$ cat src/rtl/instruction_loader.sv
// Streams a program in as bytes, packs them MSB-first into 32-bit words and writes
// each word into the instruction memory while holding the CPU in reset.
module instruction_loader #(
   parameter int DEPTH      = 256,
   parameter int ADDR_WIDTH = 32
) (
   input  logic                  Clk,
   input  logic                  Reset,
   input  logic                  Start,
   input  logic [8:0]            WordCount,
   input  logic [7:0]            ByteIn,
   input  logic                  ByteValid,
   output logic                  ByteReady,
   output logic                  WriteEnable,
   output logic [ADDR_WIDTH-1:0] WriteAddress,
   output logic [31:0]           WriteData,
   output logic                  CpuHold,
   output logic                  Done,
   output logic                  Error
);

   typedef enum logic [1:0] {
      S_IDLE  = 2'd0,
      S_RECV  = 2'd1,
      S_WRITE = 2'd2,
      S_DONE  = 2'd3
   } state_t;

   state_t      state_q, state_d;
   logic [8:0]  total_q, total_d;
   logic [8:0]  word_q, word_d;
   logic [1:0]  idx_q, idx_d;
   logic [31:0] data_q, data_d;
   logic        error_q, error_d;
   logic        ready_q, ready_d;
   logic        we_q, we_d;
   logic        hold_q, hold_d;
   logic        done_q, done_d;

   logic                  xfer_s;
   logic                  wc_zero_s;
   logic                  wc_big_s;
   logic [ADDR_WIDTH-1:0] addr_s;

   // ByteReady is registered and only high in RECV, so it doubles as the RECV qualifier.
   assign xfer_s    = ByteValid & ready_q;
   assign wc_zero_s = (WordCount == 9'd0);
   assign wc_big_s  = ({23'd0, WordCount} > 32'(DEPTH));

   // State and datapath registers with synchronous reset.
   always_ff @(posedge Clk) begin
      if (Reset) begin
         state_q <= S_IDLE;
         total_q <= 9'd0;
         word_q  <= 9'd0;
         idx_q   <= 2'd0;
         data_q  <= 32'd0;
         error_q <= 1'b0;
         ready_q <= 1'b0;
         we_q    <= 1'b0;
         hold_q  <= 1'b0;
         done_q  <= 1'b0;
      end else begin
         state_q <= state_d;
         total_q <= total_d;
         word_q  <= word_d;
         idx_q   <= idx_d;
         data_q  <= data_d;
         error_q <= error_d;
         ready_q <= ready_d;
         we_q    <= we_d;
         hold_q  <= hold_d;
         done_q  <= done_d;
      end
   end

   // Next-state selection.
   always_comb begin
      state_d = state_q;
      case (state_q)
         S_IDLE: begin
            if (Start) begin
               if (wc_zero_s) begin
                  state_d = S_DONE;
               end else if (wc_big_s) begin
                  state_d = S_IDLE;
               end else begin
                  state_d = S_RECV;
               end
            end else begin
               state_d = S_IDLE;
            end
         end
         S_RECV: begin
            if (xfer_s && (idx_q == 2'd3)) begin
               state_d = S_WRITE;
            end else begin
               state_d = S_RECV;
            end
         end
         S_WRITE: begin
            if ((word_q + 9'd1) == total_q) begin
               state_d = S_DONE;
            end else begin
               state_d = S_RECV;
            end
         end
         S_DONE:  state_d = S_IDLE;
         default: state_d = S_IDLE;
      endcase
   end

   // Datapath updates and next values of the registered outputs.
   always_comb begin
      total_d = total_q;
      word_d  = word_q;
      idx_d   = idx_q;
      data_d  = data_q;
      error_d = error_q;
      case (state_q)
         S_IDLE: begin
            if (Start) begin
               if (wc_zero_s) begin
                  error_d = 1'b0;
               end else if (wc_big_s) begin
                  error_d = 1'b1;
               end else begin
                  error_d = 1'b0;
                  total_d = WordCount;
                  word_d  = 9'd0;
                  idx_d   = 2'd0;
               end
            end else begin
               error_d = error_q;
            end
         end
         S_RECV: begin
            if (xfer_s) begin
               idx_d = idx_q + 2'd1;
               case (idx_q)
                  2'd0:    data_d[31:24] = ByteIn;
                  2'd1:    data_d[23:16] = ByteIn;
                  2'd2:    data_d[15:8]  = ByteIn;
                  2'd3:    data_d[7:0]   = ByteIn;
                  default: data_d        = data_q;
               endcase
            end else begin
               idx_d = idx_q;
            end
         end
         S_WRITE: begin
            word_d = word_q + 9'd1;
            idx_d  = 2'd0;
         end
         S_DONE:  idx_d = 2'd0;
         default: idx_d = 2'd0;
      endcase

      ready_d = (state_d == S_RECV);
      we_d    = (state_d == S_WRITE);
      hold_d  = (state_d != S_IDLE);
      done_d  = (state_d == S_DONE);
   end

   // Word counter zero-extended into the memory address width.
   always_comb begin
      addr_s       = '0;
      addr_s[8:0]  = word_q;
   end

   assign ByteReady    = ready_q;
   assign WriteEnable  = we_q;
   assign WriteAddress = addr_s;
   assign WriteData    = data_q;
   assign CpuHold      = hold_q;
   assign Done         = done_q;
   assign Error        = error_q;

endmodule

$ cat config.mk
export PLATFORM = sky130hd
export DESIGN_NAME = instruction_loader
export DESIGN_NICKNAME = d
export VERILOG_FILES = /design/src/rtl/instruction_loader.sv
export SDC_FILE = /design/constraint.sdc
export NUM_CORES = 1
export LEC_CHECK = 0
export ABC_AREA = 1
export ABC_CLOCK_PERIOD_IN_PS = 4350
export CORE_MARGIN = 2
export CORE_UTILIZATION = 49
export DETAILED_ROUTE_END_ITERATION = 12
export HOLD_SLACK_MARGIN = 0.12
export PLACE_DENSITY = 0.85
export SLEW_MARGIN = 20
export SYNTH_ARGS = -nofsm -noshare
export SYNTH_HDL_FRONTEND = slang
export SYNTH_SLANG_ARGS = --single-unit
export TNS_END_PERCENT = 100
$ cat constraint.sdc
create_clock -name Clk -period 4.35 [get_ports Clk]
set_input_delay 0.87 -clock Clk [delete_from_list [all_inputs] [get_ports Clk]]
set_output_delay 0.87 -clock Clk [all_outputs]
set_load 0.01 [all_outputs]
Yosys cells after proc, flatten, opt, wreduce, memory -nomap -nowiden
Index checks and enable logic that the tools add are counted.
- output and inout bits: 69
- logic and storage cells: 65
- register bits after elaboration: 59
- input bits: 21
- mux-type cells: 17
- bitwise operators: 3
- eq/ne operators: 14
- add/sub/neg operators: 2
- magnitude comparators: 1
- reductions and logical operators: 15
- operators with widths (cell ; count):
    $mux W9 ; 3
    $pmux W9 S2 ; 1
    $mux W2 ; 8
    $eq A2 B2 Y1 const B ; 6
    $reduce_and A3 Y1 ; 4
    $reduce_and A4 Y1 ; 3
    $add A9 B1 Y9 const B ; 1
    $eq A9 B9 Y1 ; 1
    $gt A9 B9 Y1 const B ; 1
    $logic_not A9 Y1 ; 1
    $ne A2 B2 Y1 const B ; 4
    $pmux W2 S4 ; 1
    $eq A2 B1 Y1 const B ; 3
    $pmux W2 S3 ; 1
    $logic_not A2 Y1 ; 2
    $reduce_bool A2 Y1 ; 2
    $mux W1 ; 3
    $add A2 B1 Y2 const B ; 1
    $not A1 Y1 ; 2
    $reduce_and A2 Y1 ; 1
    $reduce_or A2 Y1 ; 1
    $and A1 B1 Y1 ; 1
    $logic_and A1 B1 Y1 ; 1

Longest topological paths before layout
- depth after elaboration: 6
- gate-level depth with buffers: 13
- gate-level depth less buffers: 13

Worst setup path after synthesis
No wires, ideal clock.
- kind: input port to flip-flop
- start: in WordCount[3]
- end: reg word_q[2]
- arrival: 2.124 ns
- setup slack: 2.094 ns
- stages on the path: 8
- library setup time: 0.132 ns
- path buffers: 0
- required time: 4.218 ns
- cells stage by stage: nor4_1 -> and3_1 -> inv_1 -> ha_1 -> o31ai_1 -> inv_1 -> nand2_1 -> a21oi_1
- word-level cells in the longest chain between the ends: 3
- ends and longest elaborated chain (what ; RTL line ; RTL):
    start: declaration ; 10 ; input logic [8:0] WordCount,
    $gt A9 B9 Y1 or $logic_not A9 Y1 (tied branches) ; 48, 47 ;
    $ne A2 B2 Y1 (no source line) ; n/a ;
    $reduce_and A4 Y1 (no source line) * ; n/a ;
    end signal: assignment ; 66 ; word_q <= word_d;
    end: declaration ; 31 ; logic [8:0] word_q, word_d;
Mark *: on every way between the ends. The rest lies on a longest branch, timed or not.
A chain may end at the register's enable or synchronous reset.

Worst setup path after layout
Ends and elaborated chain as after synthesis.

==> results.sh <==
export IMPL_async_flop_share_pct=0
export IMPL_hold_viol_final=0
export IMPL_wl_per_cell_um=12.6
export IMPL_grt_overflow=0
export IMPL_crit_path_start_kind="input port"
export IMPL_wl_met3_um=433
export IMPL_place_ws_ps=1380
export IMPL_max_freq_ghz=0.380
export IMPL_cts_sinks=59
export IMPL_met2WireLength_mm=3.08
export IMPL_drtIter0Drc=193
export IMPL_post_drt_via_cell_ratio=4.97
export IMPL_die_width_um=78.8
export IMPL_dieHeight_um=78.8
export IMPL_die_area_um2=6210
export IMPL_synth_edf_count=0
export IMPL_grt_pass1_vias=2385
export IMPL_firstDrtPassIters=4
export IMPL_area_delta_synth_final_pct=29.9
export IMPL_setup_tns_ps=0
export IMPL_cp_arrival_ps=2840
export IMPL_rows=27
export IMPL_syn_area_um2=2740
export IMPL_power_leakage_nw=1.40
export IMPL_cts_root_buf="clkbuf_8"
export IMPL_final_common_cell="nand2_1"
export IMPL_syn_inst=382
export IMPL_drive_gt1_share_pct=5.74
export IMPL_start_util_pct=50.1
export IMPL_path_class="input port to flip-flop"
export IMPL_grt_max_degree=38
export IMPL_seq_area_frac_synth_pct=43.0
export IMPL_track_usage_pct=22.6
export IMPL_antenna_found_initial=0
export IMPL_ys_seq_elements=59
export IMPL_yosysWarnings=0
export IMPL_clkTransAtPathRegs_ps=70
export IMPL_post_cts_buffers=0
export IMPL_fin_skew_ps=5.90
export IMPL_min_period_ps=2630
export IMPL_pwr_density_cell_nw_per_um2=324
export IMPL_antenna_left=0
export IMPL_hold_path_class="flip-flop to flip-flop"
export IMPL_cts_max_level=3
export IMPL_grt_pass1_wl_mm=11.1
export IMPL_synth_avg_cell_area_um2=7.18
export IMPL_numCtsBuffers=9
export IMPL_status="finished clean"
export IMPL_worstPathRequired_ps=4560
export IMPL_ys_types=27
export IMPL_boundaryPins=90
export IMPL_setup_viol=0
export IMPL_peakVddDrop_uv=214
export IMPL_coreArea_um2=5470
export IMPL_setup_ws_ps=1720
export IMPL_worstPathMaxFanout=7
export IMPL_dr_max_layer_used="met4"
export IMPL_port_buffers=66
export IMPL_crit_path_end_kind="flip-flop"
export IMPL_vias=2610
export IMPL_cts_resized=0
export IMPL_clock_tree_buffer_depth=2
export IMPL_antenna_cells=0
export IMPL_totalWireLength_mm=6.63
export IMPL_hpwlAfterDp_mm=4.79
export IMPL_worst_pin_slew_ps=512
export IMPL_hold_buffers=0
export IMPL_period_share_pct=60.5
export IMPL_cts_tree="done"
export IMPL_final_cell_mix="nand2_1 (85), clkdlybuf4s50_1 (66), dfxtp_1 (59)"
export IMPL_drc=0
export IMPL_finalMaxSlewViolations=0
export IMPL_clock_latency_ps=340
export IMPL_nNetsFinal=476
export IMPL_relSlewSlack_pct=65.8
export IMPL_rsz0062_at_grt="no"
export IMPL_wl_met1_mm=2.98
export IMPL_synth_ff_type="dfxtp_1"
export IMPL_routabilityCongestion=0.923
export IMPL_cap_violations=0
[critical path: stages]
cell,delay (ps)
clkdlybuf4s50_1,410
nor4_1,310
and3_1,230
inv_1,50
ha_1,200
o31ai_1,380
inv_1,210
nand2_1,100
a21oi_1,60
[sequential cells by signal, indices dropped and copies added (netlist names)]
signal,cells
WriteEnable,1
total_q,9
Done,1
WriteData,32
Error,1
ByteReady,1
idx_q,2
word_q,9
CpuHold,1
state_q,2
[layout make-up]
type                       count  area, um^2
sequential                    59        1180
fill                         485        1910
multi-input combinational    273        1270
tap                           72        90.1
inverter                      37         139
clock inverter                 4        48.8
timing repair buffer          68         676
clock buffer                  12         155
[routing by layer]
metal / vias to the layer above / global-route usage, %
met1: 1158 / 30.2
met2: 114 / 34.6
li1: 1325 / -
met3: 13 / 4.09
met5: - / 0
met4: 0 / 12.4
[metrics by stage]
| step | hold WS [ps] | cells | total power [W] | instance area, um^2 | util (%) |
|---|---|---|---|---|---|
| CTS | 462 | 525 | 0.00116 | 3560 | 65.1 |
| detailed placement | 454 | 509 | 0.000652 | 3360 | 61.4 |
| global route | 490 | 525 | 0.00120 | 3560 | 65.1 |
| finish | 460 | 525 | 0.00116 | 3560 | 65.1 |
| floorplan | 444 | 404 | 0.000628 | 2830 | - |
| global placement | 449 | 509 | 0.000651 | 3360 | 61.4 |
[worst paths after layout]
| kind | from | end | slack [ps] | depth (start not counted) |
|---|---|---|---|---|
| worst max-delay path | WordCount[3] | word_q[2]$_SDFFE_PP0P_ | 1720 | 9 |
| worst min-delay path | WriteData[16]$_SDFFE_PP0P_ | WriteData[16]$_SDFFE_PP0P_ | 460 | 2 |
| worst max register to register | word_q[0]$_SDFFE_PP0P_ | WriteEnable$_SDFF_PP0_ | 2450 | 11 |
| worst min register to register | WriteData[16]$_SDFFE_PP0P_ | WriteData[16]$_SDFFE_PP0P_ | 460 | 2 |
[cells in the mapped netlist (2+ instances only)]
cell,count,area share [%]
nand2_1,85,12
buf_2,2,0.36
nor2_1,35,4.8
inv_1,36,4.9
a21oi_1,42,7.7
clkbuf_1,7,0.96
buf_4,26,7.1
nand2_2,4,0.91
o21ai_0,20,3.6
ha_1,7,3.2
nand3_1,43,7.8
nor2_2,2,0.46
dfxtp_1,59,43
[cell families after synthesis]
kind of cell | count (synthesis) | share of synthesized area [%]
AO/OA/AOI/OAI | 67 | 12.5
buffers and inverters | 72 | 13.5
AND/OR/NAND/NOR | 176 | 27.6
flip-flops | 59 | 43.0
adder cells (fa/ha/maj) | 7 | 3.19
other | 1 | 0.137
[report_power, final]
| group | switching [W] | internal, W | total (W) |
|---|---|---|---|
| Sequential | 0.00000515 | 0.000549 | 0.000555 |
| Clock | 0.000219 | 0.000295 | 0.000514 |
| Combinational | 0.0000528 | 0.0000339 | 0.0000867 |
Note: power is estimated with default switching activity, not from simulation.
